File: src/rtl/duck_sprite_fetch.sv
// Duck layer sprite fetch: beam position -> sprite ROM address -> palette index, 3-cycle latency.
// Optional horizontal flip enabled by defining DUCK_MIRROR_EN.
module duck_sprite_fetch #(
  parameter int unsigned SPRITE_W        = 64,
  parameter int unsigned SPRITE_H        = 64,
  parameter int unsigned FRAMES          = 4,
  parameter int unsigned FRAME_DIV       = 8,
  parameter logic [3:0]  TRANSPARENT_IDX = 4'h0,
  parameter int unsigned ADDR_W          = $clog2(FRAMES * SPRITE_W * SPRITE_H)
) (
  input  logic                       Clk,
  input  logic                       Reset_n,
  input  logic [9:0]                 DrawX,
  input  logic [9:0]                 DrawY,
  input  logic                       vsync,
  input  logic [9:0]                 duck_x,
  input  logic [9:0]                 duck_y,
  input  logic                       duck_en,
  input  logic                       mirror,
  output logic [ADDR_W-1:0]          rom_addr,
  input  logic [3:0]                 rom_q,
  output logic [3:0]                 pal_index,
  output logic                       pixel_on,
  output logic [$clog2(FRAMES)-1:0]  frame
);

  localparam int unsigned CW = $clog2(SPRITE_W);
  localparam int unsigned RW = $clog2(SPRITE_H);
  localparam int unsigned FW = $clog2(FRAMES);
  localparam int unsigned DW = (FRAME_DIV > 1) ? $clog2(FRAME_DIV) : 1;

  logic          vsync_d;
  logic          frame_start;
  logic [9:0]    x_s, y_s;
  logic          en_s;
  logic [DW-1:0] div_cnt;
  logic          inbox, inbox_d1, inbox_d2;
  logic [10:0]   x_ext, y_ext, x_lo, y_lo, x_hi, y_hi;
  logic [CW-1:0] col_raw, col;
  logic [RW-1:0] row;

  assign frame_start = vsync_d & ~vsync;

  // 11-bit compare so a box near the right/bottom edge never wraps
  always_comb begin
    x_ext = {1'b0, DrawX};
    y_ext = {1'b0, DrawY};
    x_lo  = {1'b0, x_s};
    y_lo  = {1'b0, y_s};
    x_hi  = x_lo + 11'(SPRITE_W);
    y_hi  = y_lo + 11'(SPRITE_H);
    inbox = en_s && (x_ext >= x_lo) && (x_ext < x_hi) && (y_ext >= y_lo) && (y_ext < y_hi);
  end

  assign col_raw = DrawX[CW-1:0] - x_s[CW-1:0];
  assign row     = DrawY[RW-1:0] - y_s[RW-1:0];

`ifdef DUCK_MIRROR_EN
  logic mir_s;

  always_ff @(posedge Clk) begin
    if (!Reset_n) begin
      mir_s <= 1'b0;
    end else if (frame_start) begin
      mir_s <= mirror;
    end
  end

  // SPRITE_W is a power of two, so W-1-col is the bitwise inverse
  assign col = mir_s ? ~col_raw : col_raw;
`else
  logic unused_mirror;
  assign unused_mirror = mirror;
  assign col = col_raw;
`endif

  // Frame-start bookkeeping: shadows and animation divider
  always_ff @(posedge Clk) begin
    if (!Reset_n) begin
      vsync_d <= 1'b0;
      x_s     <= '0;
      y_s     <= '0;
      en_s    <= 1'b0;
      div_cnt <= '0;
      frame   <= '0;
    end else begin
      vsync_d <= vsync;
      if (frame_start) begin
        x_s  <= duck_x;
        y_s  <= duck_y;
        en_s <= duck_en;
        if (en_s) begin
          if (div_cnt == DW'(FRAME_DIV - 1)) begin
            div_cnt <= '0;
            frame   <= frame + FW'(1);
          end else begin
            div_cnt <= div_cnt + DW'(1);
          end
        end
      end
    end
  end

  // Pixel pipeline: address, ROM access, palette output
  always_ff @(posedge Clk) begin
    if (!Reset_n) begin
      rom_addr  <= '0;
      inbox_d1  <= 1'b0;
      inbox_d2  <= 1'b0;
      pal_index <= '0;
      pixel_on  <= 1'b0;
    end else begin
      rom_addr  <= inbox ? ADDR_W'({frame, row, col}) : '0;
      inbox_d1  <= inbox;
      inbox_d2  <= inbox_d1;
      pal_index <= inbox_d2 ? rom_q : TRANSPARENT_IDX;
      pixel_on  <= inbox_d2 && (rom_q != TRANSPARENT_IDX);
    end
  end

endmodule

File: config.mk
export PLATFORM = sky130hd
export DESIGN_NAME = duck_sprite_fetch
export DESIGN_NICKNAME = d
export VERILOG_FILES = /design/src/rtl/duck_sprite_fetch.sv
export SDC_FILE = /design/constraint.sdc
export NUM_CORES = 1
export LEC_CHECK = 0
export CAP_MARGIN = 25
export CORE_MARGIN = 1
export CORE_UTILIZATION = 44
export CTS_CLUSTER_DIAMETER = 40
export DETAILED_ROUTE_END_ITERATION = 10
export MAX_ROUTING_LAYER = met4
export PLACE_DENSITY = 0.76
export REMOVE_ABC_BUFFERS = 1
export SLEW_MARGIN = 10
export SYNTH_ARGS = -nofsm -noshare
export SYNTH_HDL_FRONTEND = slang
export SYNTH_SLANG_ARGS = --single-unit
File: constraint.sdc
create_clock -name Clk -period 2.4 [get_ports Clk]
set_clock_uncertainty 0.2 [all_clocks]
set_input_delay 0.24 -clock Clk [delete_from_list [all_inputs] [get_ports Clk]]
set_output_delay 0.24 -clock Clk [all_outputs]
set_load 0.02 [all_outputs]
; Word-level counts from Yosys, hierarchy flattened
; Index checks and enable logic that the tools add are counted.
[word_totals]
in_bits = 49
elab_cells = 35
register_bits = 48
out_inout_bits = 21
[op_classes]
muxes = 1
order_cmp = 4
reduce_logical = 10
addsub = 6
eq_ne = 1
bitwise = 2
[op_table]
columns = cell, n
row1 = 10-bit by 7-bit adder with 11-bit output (second input constant), 2
row2 = 10-bit by 11-bit less-than comparator with 1-bit output, 2
row3 = 10-bit >= comparator, 2
row4 = 6-bit subtractor, 2
row5 = 2-bit AND reduction, 3
row6 = 1-bit logical AND, 5
row7 = 4-bit nonzero test, 1
row8 = 3-bit by 1-bit adder with 3-bit output (second input constant), 1
row9 = 3-bit equality test (second input constant), 1
row10 = 3-bit 2-to-1 mux, 1
row11 = 3-bit AND reduction, 1
row12 = 2-bit by 1-bit adder with 2-bit output (second input constant), 1
row13 = 1-bit bitwise AND, 1
row14 = 1-bit NOT, 1

; Depth between registers and ports, before layout
[depth]
depth_word = 6
mapped_depth = 11
mapped_depth_nobuf = 10

; Worst setup path after synthesis
; Ideal clock, no wire load.
[synth_path]
path_kind = reg-to-reg
start = register x_s[0]
end = register rom_addr[12]
synth_period_minus_slack_ns = 2.352
slack_ns = 0.048
t_required_ns = 2.075
setup_time_ns = 0.125
path_buffers = 1
stages_incl_launch_ff = 11
arrival_time_ns = 2.027
path_cell_list = dfxtp_1 ha_1 inv_1 fa_1 a21o_1 a21oi_1 inv_1 a31oi_1 o21a_1 buf_2 nor3b_2
[synth_between]
elab_chain_cells = 6
word_cells_on_any_way = 8
cone_classes = add/sub (1) / order compare (2) / reduce/logical (5)
[synth_rtl]
columns = item, line_no
row1 = from (decl), 34  ; logic [9:0] x_s, y_s;
row2 = from (signal assigned), 89  ; x_s <= duck_x;
row3 = 10-bit by 7-bit adder with 11-bit output or 10-bit >= comparator (tied branches), "50, 52"
row4 = 10-bit by 11-bit less-than comparator with 1-bit output or 1-bit logical AND (tied branches), 52  ; inbox = en_s && (x_ext >= x_lo) && (x_ext < x_hi) && (y_ext >= y_lo) && (y_ext < y_hi);
row5 = 1-bit logical AND (*) (3 in a row), 52
row6 = 2-bit AND reduction (no source line) (*), n/a
row7 = to (signal assigned), 113  ; rom_addr <= inbox ? ADDR_W'({frame, row, col}) : '0;
row8 = to (decl), 20  ; output logic [ADDR_W-1:0] rom_addr,
; Every way passes the cells marked *; elsewhere a longest branch is shown, timed or not.
; A chain may end at the register's enable or synchronous reset.

; Worst setup path after layout
[layout_path]
start = register y_s[6]
end = register rom_addr[9]
[layout_between]
elab_chain_cells = 4
word_cells_on_any_way = 6
cone_classes = add/sub (1) / order compare (2) / reduce/logical (3)
[layout_rtl]
columns = item, line_no
row1 = from (decl), 34
row2 = from (signal assigned), 90  ; y_s <= duck_y;
row3 = 10-bit by 7-bit adder with 11-bit output or 10-bit >= comparator (tied branches), "51, 52"
row4 = 10-bit by 11-bit less-than comparator with 1-bit output or 1-bit logical AND (tied branches), 52
row5 = 1-bit logical AND (*), 52
row6 = 2-bit AND reduction (no source line) (*), n/a
; Marks and branches as above.

==> out/qor.csv <==
stage,metric,value,unit
cts,cts_made_buffers,5,
sta,worstMarginPinSlew,0.330,ns
grt,grt_pass1_wl,10100,um
sta,timing.setup.tns,0,ns
cts,clk_latency,0.31,ns
status,status,finished clean,
yosys,netlist_area,2690,um2
drt,antenna_left,0,
sta,relSlewSlack,0.779,
cells_and_area,final_cell_area,3920,um2
place,port_buffers,68,
cts,cts_buffer_depth,2,
floorplan,ios,70,
yosys,synthArstFlopShare,0,
cells_and_area,multi_input_area,1650,um2
place,place_inst,469,
grt,grt_use_met1,0.239,
setup_path,criticalPathCategory,flip-flop to flip-flop,
sta,setup_violations,0,
run,drv_cap,0,
hold_path,hp-class,flip-flop to flip-flop,
pwr,p_leak,0.00154,uW
pwr,ir_worst_vdd,0.000233,V
yosys,avgSynthCellArea,8.98,um2
setup_path,cp.arrival,2.35,ns
yosys,ys.flop_type,dfxtp_1,
place,dp.final_hpwl,4620,um
cells_and_area,nFillCells,488,
drt,via_count,2410,
floorplan,initial_utilization,0.454,
grt,grt_use_met3,0.0352,
grt,grt_start_max_net_pins,34,
cts,htreeDepth,2,
floorplan,die_x,80.1,um
cells_and_area,postLayoutCoreUtil,0.662,
yosys,synth_sequential_area_ratio,0.358,
pwr,p_int,1260,uW
cts,cts.clk_slew.worst_paths,0.09,ns
drt,viasPerCell,5.01,
floorplan,die_area,6420,um2
setup_path,path_max_fanout,5,
cts,cts.sinks,48,
place,post_dp_cell_area,3700,um2
floorplan,rows,28,
grt,antenna_found_initial,0,
cts,cts_tree,done,
sta,hold_viol_final,0,
drt,drc,0,
setup_path,cp-start-kind,flip-flop,
yosys,yosys_warnings,0,
floorplan,coreArea,5920,um2
cells_and_area,fin_cells,481,
cells_and_area,layout.nets,488,
yosys,synth_cell_types,43,
grt,grt_use_met2,0.359,
pwr,p_seq_frac,0.471,
pwr,p_comb_frac,0.229,
drt,drt_iter0_drc,83,
pwr,totalPowerFinal,1740,uW
sta,finalMaxSlewViolations,0,
yosys,synth_edf_count,0,
yosys,syn_inst,299,
setup_path,cp.required,2.41,ns
setup_path,crit_path_end_kind,flip-flop,
grt,busiest_layer,met2,
place,place_congestion,0.864,
grt,grt_overflow,0,
cts,root_buffer,clkbuf_8,
pwr,powerDensity,443,nW/um2
drt,totalWireLength,6270,um
drt,dr.pass1.iters,4,
drt,routedWlPerCell,13.0,um
cells_and_area,antennaDiodeCount,0,
cells_and_area,synthToLayoutAreaGrowth,45.9,%
cts,holdBufCountCts,0,
grt,grt_usage,0.211,
sta,period_needed,2.35,ns
sta,fmax,426,MHz
pwr,switching_share,0.272,
floorplan,fp.dieH,80.1,um
pwr,clkPwrFrac,0.300,
sta,min_period_over_period,0.977,
pwr,power.net_switching,471,uW
cells_and_area,seq_area,965,um2
grt,grt_pass1_vias,2375,
yosys,ys_ff_latch,48,
cells_and_area,drive_above_1_share,0.204,
[power groups by stage]
stage | logic (uW) | registers [uW] | clock network [uW]
after floorplan | 172 | 835 | 0
after global placement | 355 | 836 | 0
after CTS | 373 | 817 | 535
final | 397 | 818 | 522
after detailed placement | 363 | 836 | 0
after global routing | 437 | 820 | 563
[sequential cells by signal, summed over array words and instances, names as in the netlist]
signal and cells:
pixel_on 1, div_cnt 3, vsync_d 1, rom_addr 14, inbox_d1 1, en_s 1, x_s 10, inbox_d2 1
pal_index 4, y_s 10, frame 2
[synth_stat cells, types with 2 or more instances]
| cell | count | share of area |
|---|---|---|
| ha_1 | 32 | 0.15 |
| xor2_1 | 2 | 0.0065 |
| nor3b_2 | 2 | 0.0093 |
| and2_1 | 4 | 0.0093 |
| nor4_1 | 2 | 0.0047 |
| xnor2_1 | 8 | 0.026 |
| a21boi_0 | 23 | 0.064 |
| nor2b_1 | 4 | 0.0093 |
| o21a_1 | 3 | 0.0084 |
| nor2_1 | 9 | 0.013 |
| a21o_1 | 6 | 0.017 |
| and3_1 | 5 | 0.012 |
| a21oi_1 | 9 | 0.017 |
| inv_1 | 28 | 0.039 |
| fa_1 | 2 | 0.015 |
| clkbuf_1 | 8 | 0.011 |
| o21ai_0 | 7 | 0.013 |
| dfxtp_1 | 48 | 0.36 |
| o221ai_1 | 2 | 0.0065 |
| nand2b_1 | 5 | 0.012 |
| nand2_1 | 47 | 0.066 |
| nor3_2 | 7 | 0.026 |
| nand3_1 | 10 | 0.019 |
| a211oi_1 | 2 | 0.0056 |
| nand4_1 | 4 | 0.0093 |
| a31oi_1 | 2 | 0.0047 |
| nor3_1 | 2 | 0.0037 |
[cells by family after synthesis]
kind of cell / after synthesis / synth area share
buffers and inverters: 38 / 0.0596
and+or+nand+nor: 107 / 0.219
xor gates and xnor gates: 10 / 0.0326
DFF: 48 / 0.358
adders and majority gates: 34 / 0.164
AOI/OAI and AO/OA: 62 / 0.167
[stage by stage]
stage	setup WS, ns	hold slack, ns
final	0.0540	0.271
after global routing	-0.00453	0.294
after CTS	0.0290	0.271
after detailed placement	-0.396	0.250
after global placement	-0.298	0.236
after floorplan	-0.0250	0.160
[critical path: stages, from the launching register on]
cell      delay [ns]
dfxtp_2         0.33
ha_1            0.21
xnor2_1         0.13
ha_1            0.30
a21o_1          0.20
a21oi_2         0.13
o2111a_2        0.28
nand4_4         0.16
nor4_2          0.31
[per-layer routing]
layer | routed length, um | vias up
li1 | - | 1241
met1 | 2780 | 1097
met2 | 3080 | 57
met3 | 237 | 15
met4 | 177 | 0
met5 | 0 | -
[repair_timing]
| item | in CTS | in global routing |
|---|---|---|
| endpoints found under the setup margin | 8 | 15 |
| hold endpoints to repair | 0 | 0 |
| cloned | 1 | 1 |
| pin swaps | 2 | 6 |
| gates resized for setup | 6 | 15 |
| buffers inserted | 1 | 1 |
[path summary, 6_finish.rpt]
path / endpoint / start / depth (start not counted) / slack, ns
min: y_s[2] / y_s[2] / 2 / 0.27
min reg2reg: y_s[2] / y_s[2] / 2 / 0.27
max: rom_addr[9] / y_s[6] / 8 / 0.05
max reg2reg: rom_addr[9] / y_s[6] / 8 / 0.05
[final cells by class]
class / count / share of cell area
multi-input cells: 214 / 0.420
repair buffers: 108 / 0.259
clock inverters: 2 / 0.00351
inverters: 28 / 0.0268
clock buffers: 6 / 0.0211
well taps: 75 / 0.0239
flip-flops and latches: 48 / 0.246
[placed cells by master, fill, tap and decap left out, types with 2 or more instances in the layout]
cell,Yosys,routed
a211oi_1,2,2
a21boi_0,23,23
a21o_1,6,6
a21oi_1,9,5
a21oi_2,1,5
a31oi_1,2,2
and2_1,4,4
and3_1,5,5
buf_4,0,37
clkbuf_8,0,6
clkdlybuf4s50_1,0,68
dfxtp_1,48,45
dfxtp_2,0,3
fa_2,0,2
ha_1,32,31
inv_1,28,28
nand2_1,47,47
nand2b_1,5,4
nand3_1,10,9
nand4_1,4,4
nor2_1,9,9
nor2b_1,4,4
nor3_1,2,2
nor3_2,7,6
nor3b_2,2,3
nor4b_2,1,2
o21a_1,3,2
o21ai_0,7,6
xnor2_1,8,8
xor2_1,2,2
No activity file was read; power rests on OpenSTA's default activity.
